File: src/rtl/pwm_clock_source_dt_if.sv
// Control/status bundle between the PWM control logic
// and the switching-clock source.
interface pwm_clock_source_dt_if #(
  parameter int WIDTH = 7,
  parameter int DT_W  = 4
);
  logic             start;
  logic [WIDTH-1:0] period;
  logic [WIDTH-1:0] duty;
  logic [DT_W-1:0]  dead_time;
  logic             load;
  logic             Fsw;
  logic             Fsw_n;
  logic [WIDTH-1:0] cnt;
  logic             period_end;

  modport master (
    output start, period, duty, dead_time, load,
    input  Fsw, Fsw_n, cnt, period_end
  );

  modport slave (
    input  start, period, duty, dead_time, load,
    output Fsw, Fsw_n, cnt, period_end
  );
endinterface

File: src/rtl/pwm_clock_source_dt.sv
// Switching-clock source: period counter, shadowed
// period/duty/dead-time, complementary dead-time outputs.
module pwm_clock_source_dt #(
  parameter int WIDTH      = 7,
  parameter int DT_W       = 4,
  parameter int DEF_PERIOD = 100,
  parameter int DEF_DUTY   = 20,
  parameter int DEF_DT     = 0
) (
  input logic                 clk,
  input logic                 reset,
  pwm_clock_source_dt_if.slave bus
);
  localparam logic [WIDTH-1:0] P0 = WIDTH'(DEF_PERIOD);
  localparam logic [WIDTH-1:0] D0 = WIDTH'(DEF_DUTY);
  localparam logic [DT_W-1:0]  T0 = DT_W'(DEF_DT);

  logic [WIDTH-1:0] period_a;
  logic [WIDTH-1:0] duty_a;
  logic [DT_W-1:0]  dt_a;
  logic [WIDTH-1:0] period_s;
  logic [WIDTH-1:0] duty_s;
  logic [DT_W-1:0]  dt_s;
  logic             pending;
  logic [DT_W-1:0]  dt_cnt;
  logic             raw;
  logic             raw_q;
  logic             wrap;
  logic             wrap_ev;

  // ">=" forces a wrap even if the period drops below cnt
  assign wrap    = bus.cnt >= period_a;
  assign wrap_ev = bus.start & wrap;
  assign raw     = bus.cnt < duty_a;

  // Free-running period counter and wrap pulse
  always_ff @(posedge clk) begin
    if (reset) begin
      bus.cnt        <= '0;
      bus.period_end <= 1'b0;
    end else begin
      bus.period_end <= wrap_ev;
      if (bus.start)
        bus.cnt <= wrap ? '0 : bus.cnt + 1'b1;
    end
  end

  // Shadow capture; active set only changes on a wrap
  always_ff @(posedge clk) begin
    if (reset) begin
      period_a <= P0;
      duty_a   <= D0;
      dt_a     <= T0;
      period_s <= P0;
      duty_s   <= D0;
      dt_s     <= T0;
      pending  <= 1'b0;
    end else if (wrap_ev) begin
      pending <= 1'b0;
      if (bus.load) begin
        period_a <= bus.period;
        duty_a   <= bus.duty;
        dt_a     <= bus.dead_time;
      end else if (pending) begin
        period_a <= period_s;
        duty_a   <= duty_s;
        dt_a     <= dt_s;
      end
    end else if (bus.load) begin
      period_s <= bus.period;
      duty_s   <= bus.duty;
      dt_s     <= bus.dead_time;
      pending  <= 1'b1;
    end
  end

  // Dead-time insertion around every raw PWM edge
  always_ff @(posedge clk) begin
    if (reset || !bus.start) begin
      bus.Fsw   <= 1'b0;
      bus.Fsw_n <= 1'b0;
      raw_q     <= 1'b0;
      dt_cnt    <= '0;
    end else if (raw != raw_q) begin
      raw_q <= raw;
      if (dt_a != '0) begin
        dt_cnt    <= dt_a - 1'b1;
        bus.Fsw   <= 1'b0;
        bus.Fsw_n <= 1'b0;
      end else begin
        bus.Fsw   <= raw;
        bus.Fsw_n <= ~raw;
      end
    end else if (dt_cnt != '0) begin
      dt_cnt    <= dt_cnt - 1'b1;
      bus.Fsw   <= 1'b0;
      bus.Fsw_n <= 1'b0;
    end else begin
      bus.Fsw   <= raw_q;
      bus.Fsw_n <= ~raw_q;
    end
  end
endmodule

File: src/flat_wrapper.sv
// flat-port wrapper written by rule: the top's interface ports become plain ports
module pwm_clock_source_dt_flat 
#(
  parameter int WIDTH      = 7,
  parameter int DT_W       = 4,
  parameter int DEF_PERIOD = 100,
  parameter int DEF_DUTY   = 20,
  parameter int DEF_DT     = 0
)
  (clk, reset, bus_start, bus_period, bus_duty, bus_dead_time, bus_load, bus_Fsw, bus_Fsw_n, bus_cnt, bus_period_end);
  pwm_clock_source_dt_if #(.WIDTH(WIDTH), .DT_W(DT_W)) bus_i ();
  input logic clk;
  input logic reset;
  input wire logic [$bits(bus_i.start)-1:0] bus_start;
  input wire logic [$bits(bus_i.period)-1:0] bus_period;
  input wire logic [$bits(bus_i.duty)-1:0] bus_duty;
  input wire logic [$bits(bus_i.dead_time)-1:0] bus_dead_time;
  input wire logic [$bits(bus_i.load)-1:0] bus_load;
  output wire logic [$bits(bus_i.Fsw)-1:0] bus_Fsw;
  output wire logic [$bits(bus_i.Fsw_n)-1:0] bus_Fsw_n;
  output wire logic [$bits(bus_i.cnt)-1:0] bus_cnt;
  output wire logic [$bits(bus_i.period_end)-1:0] bus_period_end;
  assign bus_i.start = bus_start;
  assign bus_i.period = bus_period;
  assign bus_i.duty = bus_duty;
  assign bus_i.dead_time = bus_dead_time;
  assign bus_i.load = bus_load;
  assign bus_Fsw = bus_i.Fsw;
  assign bus_Fsw_n = bus_i.Fsw_n;
  assign bus_cnt = bus_i.cnt;
  assign bus_period_end = bus_i.period_end;
  pwm_clock_source_dt #(.WIDTH(WIDTH), .DT_W(DT_W), .DEF_PERIOD(DEF_PERIOD), .DEF_DUTY(DEF_DUTY), .DEF_DT(DEF_DT)) u_core (.clk(clk), .reset(reset), .bus(bus_i));
endmodule
File: config.mk
export PLATFORM = sky130hd
export DESIGN_NAME = pwm_clock_source_dt_flat
export DESIGN_NICKNAME = d
export VERILOG_FILES = /design/src/rtl/pwm_clock_source_dt_if.sv /design/src/rtl/pwm_clock_source_dt.sv /design/src/flat_wrapper.sv
export SDC_FILE = /design/constraint.sdc
export NUM_CORES = 1
export LEC_CHECK = 0
export CORE_ASPECT_RATIO = 2
export CORE_MARGIN = 2
export CORE_UTILIZATION = 46
export DETAILED_ROUTE_END_ITERATION = 12
export GPL_ROUTABILITY_DRIVEN = 0
export PLACE_DENSITY = 0.77
export SYNTH_ARGS = -nofsm -noshare
export SYNTH_HDL_FRONTEND = slang
export SYNTH_SLANG_ARGS = --single-unit
File: constraint.sdc
create_clock -name clk -period 3.6 [get_ports clk]
set_clock_uncertainty 0.2 [all_clocks]
set_input_delay 0.36 -clock clk [delete_from_list [all_inputs] [get_ports clk]]
set_output_delay 0.36 -clock clk [all_outputs]
set_load 0.1 [all_outputs]
* After elaboration in Yosys (flattened, before gate mapping)
Cells that the tools add are included.
** Cells by class
- Add/sub/neg operators :: 3
- Order comparisons :: 2
- Equality and inequality tests :: 2
- Muxes and demuxes :: 16
- Bitwise gates (word level) :: 4
- Reduce and logical (&&, ||, !) cells :: 10
** Operator list (count)
- $mux W7 :: 5
- $mux W4 :: 5
- $reduce_bool A4 Y1 :: 2
- $sub A4 B1 Y4 const B :: 2
- $add A7 B1 Y7 const B :: 1
- $ge A7 B7 Y1 :: 1
- $lt A7 B7 Y1 :: 1
- $mux W1 :: 6
- $reduce_and A2 Y1 :: 3
- $reduce_bool A2 Y1 :: 2
- $not A1 Y1 :: 3
- $ne A2 B2 Y1 const B :: 1
- $reduce_or A2 Y1 :: 1
- $and A1 B1 Y1 :: 1
- $logic_not A1 Y1 :: 1
- $logic_or A1 B1 Y1 :: 1
- $ne A1 B1 Y1 :: 1
** Word-level totals
- Register bits after elaboration :: 52
- Input bits :: 22
- Output and inout bits :: 10
- Word-level logic and storage cells :: 50

* Logic depth before layout (Yosys ltp)
Gate-level depths: netlist of the first run.
- Word-level depth :: 4
- Mapped depth :: 13
- Mapped depth without buffers :: 12

* Least setup slack after synthesis of the first run
No wires, ideal clock.
- Path kind :: register -> register
- From :: register u_core.bus.cnt[2]
- To :: register u_core.dt_cnt[2]
- Setup time :: 75 ps
- Data arrival time :: 3122 ps
- Required time :: 3325 ps
- Slack :: 203 ps
- Cell stages (with the launch flop) :: 11
- Path buffers :: 1
- Clock period less this slack :: 3397 ps
- Cells stage by stage :: dfxtp_1 ha_1 a21o_2 a31oi_1 o21ai_2 xnor2_1 buf_6 mux2i_1 ha_1 or4b_1 a31oi_1
** Between the ends
- Cells in the longest elaborated chain, start to end :: 4
** RTL lines
- from (decl) :: RTL line pwm_clock_source_dt_if.sv:24 : output Fsw, Fsw_n, cnt, period_end
- from (signal assigned) :: RTL line pwm_clock_source_dt.sv:44 : bus.cnt <= wrap ? '0 : bus.cnt + 1'b1;
- $lt A7 B7 Y1 * :: RTL line pwm_clock_source_dt.sv:34 : assign raw = bus.cnt < duty_a;
- $ne A1 B1 Y1 * :: RTL line pwm_clock_source_dt.sv:84 : end else if (raw != raw_q) begin
- $ne A2 B2 Y1 (no line) / $reduce_bool A2 Y1 (equally long branches)
- $reduce_and A2 Y1 (no line)
- to (signal assigned) :: RTL line pwm_clock_source_dt.sv:87 : dt_cnt <= dt_a - 1'b1;
- to (signal assigned) :: RTL line pwm_clock_source_dt.sv:95 : dt_cnt <= dt_cnt - 1'b1;
- to (decl) :: RTL line pwm_clock_source_dt.sv:25 : logic [DT_W-1:0] dt_cnt;
Mark *: on every way between the ends. The rest lies on a longest branch, timed or not.
A chain may end at the register's enable or synchronous reset.

* Worst setup path in the final report of the first run
Same ends and word-level chain as after synthesis.

==> results of run 1 <==
==> through the flow <==
stage          area (um2)  setup WS, ns  power (mW)  cells  hold WS [ns]
2_1_floorplan        2640         0.203       0.707    301         0.236
3_3_place_gp         2990         0.780       0.752    382         0.250
3_5_place_dp         2990         0.652       0.758    382         0.257
4_1_cts              3140         0.630        1.23    390         0.267
5_1_grt              3140         0.333        1.26    390         0.289
6_report             3140         0.606        1.22    390         0.267
==> flip-flops by register name, summed over array words and instances (netlist names), 4 cells and up <==
name	flops
u_core.dt_s	4
u_core.duty_s	7
u_core.dt_cnt	4
u_core.duty_a	7
u_core.dt_a	4
u_core.bus.cnt	7
u_core.period_a	7
u_core.period_s	7
==> routing by layer <==
layer	vias up	wire, um
met3	9	195
met2	47	2950
met1	1050	2440
met4	0	77
met5	-	0
li1	1143	-
==> worst min-delay path, stage by stage, from the launching register on <==
cell and delay, ns:
dfxtp_1 0.31, nand3_1 0.06, a21oi_1 0.06
==> logic make-up after synthesis <==
| kind of cell | Yosys count | share of synthesized area, % |
|---|---|---|
| flops | 52 | 39.5 |
| fa+ha+maj | 15 | 7.12 |
| simple gates | 93 | 18.0 |
| xor+xnor | 7 | 2.32 |
| mux | 25 | 9.54 |
| compound gates | 74 | 18.0 |
| buf+inv | 35 | 5.55 |
==> layout make-up <==
class / count / area, um2 / area share, %
multi-input cells: 214 / 1450 / 46.2
clock inverters: 3 / 22.5 / 0.718
clock buffers: 5 / 125 / 3.99
inverters: 18 / 67.6 / 2.15
repair buffers: 37 / 355 / 11.3
flip-flops and latches: 52 / 1040 / 33.2
well taps: 61 / 76.3 / 2.43
==> how the worst min path moves through the flow <==
stage	endpoint	slack, ns	cells past startpoint
floorplan	u_core.dt_cnt[3]	0.24	2
global placement	u_core.dt_cnt[3]	0.25	2
detailed placement	u_core.duty_s[0]	0.26	2
CTS	u_core.duty_s[0]	0.27	2
global route	u_core.duty_s[0]	0.29	2
finish	u_core.duty_s[0]	0.27	2
==> layout by cell type (no fill, tap or decap), drive strengths merged, types with 6 or more instances in the layout <==
cell	n
a21oi	20
nor2	17
dfxtp	52
a211oi	13
clkdlybuf4s50	31
buf	6
ha	15
mux2i	24
inv	19
nor3	15
nand3	31
nand2	10
o21ai	23
==> report_power, final <==
part / internal, mW / total [mW] / leakage, nW / switching [mW]
Combinational: 0.0580 / 0.139 / 0.767 / 0.0810
Clock: 0.260 / 0.476 / 0.0742 / 0.216
Sequential: 0.593 / 0.605 / 0.425 / 0.0118
Total: 0.911 / 1.22 / 1.27 / 0.309
==> impl_metrics.yaml, run 1 <==
placement:
  numPortBuffers: 31
  hpwl_mm: 4.34
clocking:
  cts_made_buffers: 5
  cts_tree: "done"
  path_clk_slew_ns: 0.07
  cts_hold_buf: 0
  postCtsSetupRepairBufs: 0
  ctsHtreeMaxLevel: 2
  ctsResizeCount: 0
  cts-root-buf: "clkbuf_16"
  clkLatencyLatePin_ns: 0.29
  clockBufferDepth: 2
  cts_num_sinks: 52
worst_setup_path:
  critical_path.max_fanout: 7
  slowest_delay_ns: 0.47
  cp_num_buf_inv: 0
  cpLargestDelayFamily: "compound AO/OA/AOI/OAI gates"
  worst_ep_arrival_time_ns: 3.01
  r2r_setup_slack_ns: 0.61
  r2r-start: "u_core.bus.cnt[2]"
  r2r_cells: 10
  start_kind: "flip-flop"
  crit_chain: "ha_1 -> a21o_2 -> a31oi_1 -> o21ai_2 -> xnor2_1 -> nor2_1 -> a21oi_1 -> ha_1 -> or4b_1 -> a31oi_1"
  crit_slowest_cell: "xnor2_1"
  setup.worst_path.end: "u_core.dt_cnt[2]"
  path_depth: 10
  cp-end-kind: "flip-flop"
  startpoint: "u_core.bus.cnt[2]"
  r2r-end: "u_core.dt_cnt[2]"
  worstPathRequired_ns: 3.62
  crit_type: "reg2reg"
power:
  p_per_area_nw_per_um2: 389
  irDropWorstVdd_uv: 323
  p_leak_nw: 1.27
yosys:
  syn_inst: 301
  synth_flop_cell: "dfxtp_1"
  synth.distinct_cells: 42
  ys.warnings.count: 0
  synth_edf_count: 0
  synth_common_cells: "52 x dfxtp_1, 31 x nand3_1, 24 x mux2i_1, 22 x o21ai_0"
  synthTopCellsByArea: "dfxtp_1 39%, mux2i_1 9.1%, ha_1 7.1%"
  ys_seq_area_share_pct: 39.5
  synth.avg_cell_area_um2: 8.76
  synth_seq_cells: 52
  yosysMostFrequentCell: "dfxtp_1"
  syn-num-nets: 338
  post-synth-top-area-fraction_pct: 39.5
  synthArstFlopShare_pct: 0
  syn_area_um2: 2640
  synth_area_leader_cell: "dfxtp_1"
floorplanning:
  coreArea_um2: 5610
  rows: 39
  io_pins: 32
  chipHeight_um: 111
  start_util_pct: 47.0
  dieArea_um2: 6390
  die_w_um: 57.5
drt:
  finalWirelength_mm: 5.66
  vias: 2249
  antenna_left: 0
  avgRoutedWirePerCell_um: 14.5
  drt_iter0_drc: 70
  firstDrtPassIters: 4
  vias_per_cell: 5.77
  drc_errors: 0
min_path:
  hold_start: "u_core.duty_s[0]"
  hold_class: "reg2reg"
flow_run:
  maxCapViolations: 0
timing:
  relSlewSlack_pct: 34.3
  setup_viol_count_final: 0
  hold_viol_final: 0
  fin_crit_ns: 2.99
  worst_slew_pin_slew_ns: 0.983
  tns_ns: 0
  slew_violations: 0
  fmax_ghz: 0.334
  rsz0062_at_grt: "false"
  finalCritPeriodShare_pct: 83.2
status:
  outcome: "complete, no violations"
grt:
  gr-usage-all-layers_pct: 18.2
  grt_first_pass_wirelength_mm: 9.63
  met2_usage_pct: 32.6
  grt.busiest_layer: "met2"
  grt_pass1_vias: 2190
  met3_usage_pct: 3.15
  met1_usage_pct: 21.4
  grt_overflow_total: 0
  grt_max_degree: 31
  antenna_found_initial: 0
final_layout:
  area_growth_syn_to_layout_pct: 19.0
  drive_above_1_share_pct: 7.29
  antenna_cells: 0
  nFillCells: 495
  fin_util_pct: 55.9
  layout.nets: 365
Power figures use the tool's default switching activity.
==> run 2: changes to the inputs <==
PLACE_DENSITY = 0.8   (was 0.77)
clock period = 2.4 ns   (was 3.6 ns; I/O delays follow)
==> run 2 against run 1 <==
The flow now finishes with violations (setup timing). Sequential share of layout area shrank 1.8 points. Register-to-register slack worse by 0.96 ns. Utilization up 4.7 points. Sequential power grew 49%. Non-clock buffer count rose by 19. Combinational power is 69% higher. Flip-flop and latch count unchanged. Clock power grew 54%. Fmax rose by 8.7%. Cell area is 8.5% higher. Critical path type unchanged.
==> impl_metrics.yaml, run 2 (same netlist as run 1, synthesis figures left out) <==
status:
  outcome: "finished, violations left"
  violations: "setup timing"
floorplanning:
  die_w_um: 57.5
  coreArea_um2: 5610
  rows: 39
  dieArea_um2: 6390
  start_util_pct: 47.0
  chipHeight_um: 111
  io_pins: 32
grt:
  grt_first_pass_wirelength_mm: 10.6
  grt_pass1_vias: 2331
  grt_overflow_total: 0
  grt_max_degree: 27
  gr-usage-all-layers_pct: 20.6
  antenna_found_initial: 0
min_path:
  worstHoldPathCells: 2
  holdPathEnd: "u_core.dt_cnt[3]"
  hold_class: "reg2reg"
  hold_start: "u_core.dt_cnt[3]"
clocking:
  cts_made_buffers: 5
  cts_hold_buf: 0
  cts-root-buf: "clkbuf_16"
  clockBufferDepth: 2
  path_clk_slew_ns: 0.07
  clkLatencyLatePin_ns: 0.29
  ctsHtreeMaxLevel: 2
  cts_tree: "done"
  cts_num_sinks: 52
final_layout:
  area_growth_syn_to_layout_pct: 29.1
  final_cell_mix: "41 x dfxtp_1, 32 x buf_4, 31 x nand3_1"
  finalNonFillerCells: 409
  multi_input_area_um2: 1550
  antenna_cells: 0
  final_common_cell: "dfxtp_1"
  regArea_um2: 1070
  nFillCells: 483
  drive_above_1_share_pct: 21.8
  layout.nets: 384
  fin_util_pct: 60.7
  final_area_um2: 3400
worst_setup_path:
  crit_chain: "inv_2 -> ha_4 -> a21o_4 -> a31oi_4 -> o21ai_2 -> xnor2_1 -> buf_4 -> mux2i_2 -> ha_2 -> or4b_4 -> a31oi_4"
  cpLargestDelayFamily: "compound AO/OA/AOI/OAI gates"
  worstPathRequired_ns: 2.42
  slowest_delay_ns: 0.47
  r2r_setup_slack_ns: -0.35
  start_kind: "flip-flop"
  critical_path.max_fanout: 4
  crit_type: "reg2reg"
  worst_ep_arrival_time_ns: 2.77
  cp_num_buf_inv: 2
  r2r-start: "u_core.duty_a[2]"
  r2r-end: "u_core.dt_cnt[2]"
  cp-end-kind: "flip-flop"
  r2r_cells: 11
  cp_common_cell: "a31oi_4"
  crit_slowest_cell: "or4b_4"
drt:
  drt_iter0_drc: 102
  drc_errors: 0
  finalWirelength_mm: 6.84
  antenna_left: 0
  vias_per_cell: 5.90
  avgRoutedWirePerCell_um: 16.7
  firstDrtPassIters: 4
  vias: 2412
timing:
  setup_viol_count_final: 3
  slew_violations: 0
  finalCritPeriodShare_pct: 115
  fin_ws_ns: -0.353
  relSlewSlack_pct: 62.9
  rsz0062_at_grt: "true"
  fin_crit_ns: 2.75
  worst_slew_pin_slew_ns: 0.555
  fmax_ghz: 0.363
  hold_viol_final: 0
  tns_ns: -0.514
placement:
  place_ws_ns: -0.228
  placedInstanceArea_um2: 3140
  dp_cells: 399
  numPortBuffers: 31
  hpwl_mm: 4.74
flow_run:
  maxCapViolations: 0
power:
  p_switching_mw: 0.466
  internal_power_mw: 1.40
  p_clk_share_pct: 39.2
  irDropWorstVdd_uv: 584
  p_sw_share_pct: 24.9
  seq_power_share_pct: 48.2
  power_frac_comb_pct: 12.6
  p_leak_nw: 1.39
  p_per_area_nw_per_um2: 549
run 2: cell types whose count changed in the layout (fill, tap and decap cells not counted), moves of 2 or more:
cell / change
clkdlybuf4s50_1: -10
buf_6: +2
dfxtp_4: +6
a31oi_1: -2
ha_1: -4
dfxtp_2: +5
dfxtp_1: -11
buf_4: +26
ha_4: +3
a31oi_4: +2
run 2: cell type report:
class	instances	area share (%)
clock buffers	7	4.19
clock inverters	1	0.184
inverters	18	1.98
multi-input cells	214	45.5
flip-flops and latches	52	31.4
well taps	61	2.24
repair buffers	56	14.5
run 2: worst register-to-register path, stage by stage, from the launching register on:
cell and delay, ns:
dfxtp_2 0.34, inv_2 0.05, ha_4 0.23, a21o_4 0.22, a31oi_4 0.17, o21ai_2 0.10, xnor2_1 0.19, buf_4 0.16
mux2i_2 0.20, ha_2 0.20, or4b_4 0.47, a31oi_4 0.16
run 2: repair_timing:
action | CTS | global route
pin swaps | 2 | 8
setup buffers | 1 | 1
setup endpoints to repair | 2 | 10
gates resized for setup | 4 | 17
run 2: through the flow:
| step | total power, mW | hold slack [ns] |
|---|---|---|
| 2_1_floorplan | 1.06 | 0.176 |
| 3_3_place_gp | 1.14 | 0.250 |
| 3_5_place_dp | 1.14 | 0.256 |
| 4_1_cts | 1.86 | 0.263 |
| 5_1_grt | 1.93 | 0.288 |
| 6_report | 1.87 | 0.261 |
run 2: worst max-delay path by stage:
stage	from	to	cells after the start
global route	u_core.duty_a[2]	u_core.dt_cnt[2]	13
detailed placement	u_core.duty_a[2]	u_core.dt_cnt[2]	11
finish	u_core.duty_a[2]	u_core.dt_cnt[2]	11
CTS	u_core.duty_a[2]	u_core.dt_cnt[2]	11
global placement	u_core.duty_a[2]	u_core.dt_cnt[2]	11
floorplan	u_core.bus.cnt[2]	u_core.dt_cnt[2]	10
run 2: power groups by stage:
stage	Sequential, mW	Combinational [mW]	Clock (mW)
after detailed placement	0.921	0.224	0
after CTS	0.902	0.226	0.733
after global placement	0.920	0.216	0
final	0.901	0.235	0.734
after global routing	0.905	0.254	0.772
after floorplan	0.952	0.106	0
run 2: layer usage:
metal | part of all wire (%) | vias to the layer above | track usage [%]
li1 | - | 1181 | -
met4 | 2.4 | 0 | 8.68
met3 | 3.6 | 11 | 2.92
met2 | 55 | 57 | 35.7
met1 | 39 | 1163 | 24.3
met5 | 0 | - | 0
==> patch, RTL diff (flow settings as in run 2) <==
Reset style: asynchronous (`reset`), changed in 2 clocked blocks.
--- a/src/rtl/pwm_clock_source_dt.sv
+++ b/src/rtl/pwm_clock_source_dt.sv
@@ -35,5 +35,5 @@
 
   // Free-running period counter and wrap pulse
-  always_ff @(posedge clk) begin
+  always_ff @(posedge clk or posedge reset) begin
     if (reset) begin
       bus.cnt        <= '0;
@@ -47,5 +47,5 @@
 
   // Shadow capture; active set only changes on a wrap
-  always_ff @(posedge clk) begin
+  always_ff @(posedge clk or posedge reset) begin
     if (reset) begin
       period_a <= P0;
Function: differs if reset is asserted again (counterexample within 4 cycles, from zero or initial values and one cycle with reset high); with reset held inactive, the same outputs for 10 cycles.
==> patch against run 2 <==
The flow still finishes with violations (negative setup slack). Area after synthesis rose by 1.4%. Via count fell by 12%. Sequential share of layout area rose by 0.68 points. Synthesized cell count fell by 24%. Critical path depth fell by 1. First-iteration DRC count rose by 3.9%. Count of clock-buffer cells in the layout fell by 2. Wire length rose by 7.1%. Non-clock buffer count rose by 33. Final area rose by 19%. Worst setup slack got worse by 0.042 ns. Sequential cell count did not move. Highest routed layer unchanged.
Power is not compared: it rests on default switching activity, and its combinational part moved more than twofold at a synthesized area within 25%.
==> patch: results (changes against run 2) <==
area post-placement = 3470 sq um (was 3140 sq um)
WP data arrival = 2.79 ns (was 2.77 ns)
Starting DRT DRC Count = 106 (was 102)
internal power = 3.10 mW
number of global-route vias before repair = 2349 (was 2331)
gr usage total = 0.244 (was 0.206)
dpl hpwl = 4540 um (was 4740 um)
Netlist cell types = 37 (was 42)
ys async rst share = 0.865 (was 0)
Synth top cells by count = 35 x dfrtp_1, 32 x mux2i_1, 29 x mux2_2 (was 52 x dfxtp_1, 31 x nand3_1, 24 x mux2i_1)
Clk power = 0.811 mW
Worst path top cell family by delay = multiplexers (was compound AO/OA/AOI/OAI gates)
# setup viols final = 29 (was 3)
met3 usage = 0.0465 (was 0.0292)
first-pass GRT wire length = 11700 um (was 10600 um)
Overall Power = 5.11 mW
failing checks = negative setup slack (unchanged)
Slowest cell on crit path = dfstp_2 (was or4b_4)
Logic pwr share = 0.556
Fillers = 375 (was 483)
via count = 2127 (was 2412)
status = finished with violations (unchanged)
share of cells above drive strength 1 = 0.486 (was 0.218)
placed instance count = 354 (was 399)
largest net degree at the start of global routing = 29 (was 27)
Place WS = -0.485 ns (was -0.228 ns)
met1 usage = 0.249 (was 0.243)
worst min-delay path category = input port to async pin (was flop to flop)
max incr delay on CP = 0.53 ns (was 0.47 ns)
Critical Path Fanout Max = 3 (was 4)
sequential area share after synthesis = 0.478 (was 0.395)
port buffer count = 31 (unchanged)
Net count, final = 357 (was 384)
setup TNS = -3.13 ns (was -0.514 ns)
met1 WL = 2570 um (was 2670 um)
DR WL met2 = 4320 um (was 3760 um)
Rel. slew slack = 0.763 (was 0.629)
final wirelength = 7330 um (was 6840 um)
ranking of synthesized cells by area = dfrtp_1 33%, mux2_2 12%, mux2i_1 12% (was dfxtp_1 39%, mux2i_1 9.1%, ha_1 7.1%)
PnR worst setup slack = -0.395 ns (was -0.353 ns)
[patch: worst register-to-register path: stages (launching register included)]
cell and delay [ns]:
dfstp_2 0.53, inv_2 0.05, ha_4 0.22, a21oi_2 0.16, o21ai_2 0.09, a21oi_4 0.21
xnor2_4 0.16, mux2i_1 0.23, ha_2 0.20, mux4_2 0.49, o21a_1 0.17
[patch: path summary, 6_finish.rpt]
| check | start | to | cells past startpoint |
|---|---|---|---|
| max | u_core.duty_a[4] | u_core.dt_cnt[2] | 10 |
| min | reset | u_core.dt_s[0] | 3 |
| max reg2reg | u_core.duty_a[4] | u_core.dt_cnt[2] | 10 |
| min reg2reg | u_core.dt_cnt[3] | u_core.dt_cnt[3] | 2 |
| max in group asynchronous | reset | u_core.period_a[6] | 3 |
| min in group clk | u_core.dt_cnt[3] | u_core.dt_cnt[3] | 2 |
[patch: cells by family (layout without fill, tap and decap cells)]
family	Yosys count	after routing	share of synthesized area
AO/OA/AOI/OAI	24	24	0.0594
multiplexers	63	63	0.255
flip-flops	52	52	0.478
AND/OR/NAND/NOR	47	47	0.0810
buffers and inverters	24	115	0.0374
adder cells (fa/ha/maj)	15	15	0.0702
XOR/XNOR	5	5	0.0192
[patch: layout make-up]
cell class | instances | area [sq um] | share of cell area
Multi-Input combinational cell | 154 | 1590 | 0.392
Sequential cell | 52 | 1310 | 0.321
Timing Repair Buffer | 89 | 855 | 0.210
Tap cell | 61 | 76.3 | 0.0188
Clock inverter | 3 | 42.5 | 0.0105
Inverter | 18 | 70.1 | 0.0172
Clock buffer | 5 | 125 | 0.0308
[patch: repair_timing]
action                     4_1_cts  5_1_grt
setup endpoints to repair       38       42
cloned                           4        0
buffers inserted                13        7
resized for setup               39       14
pin swaps                       10       11
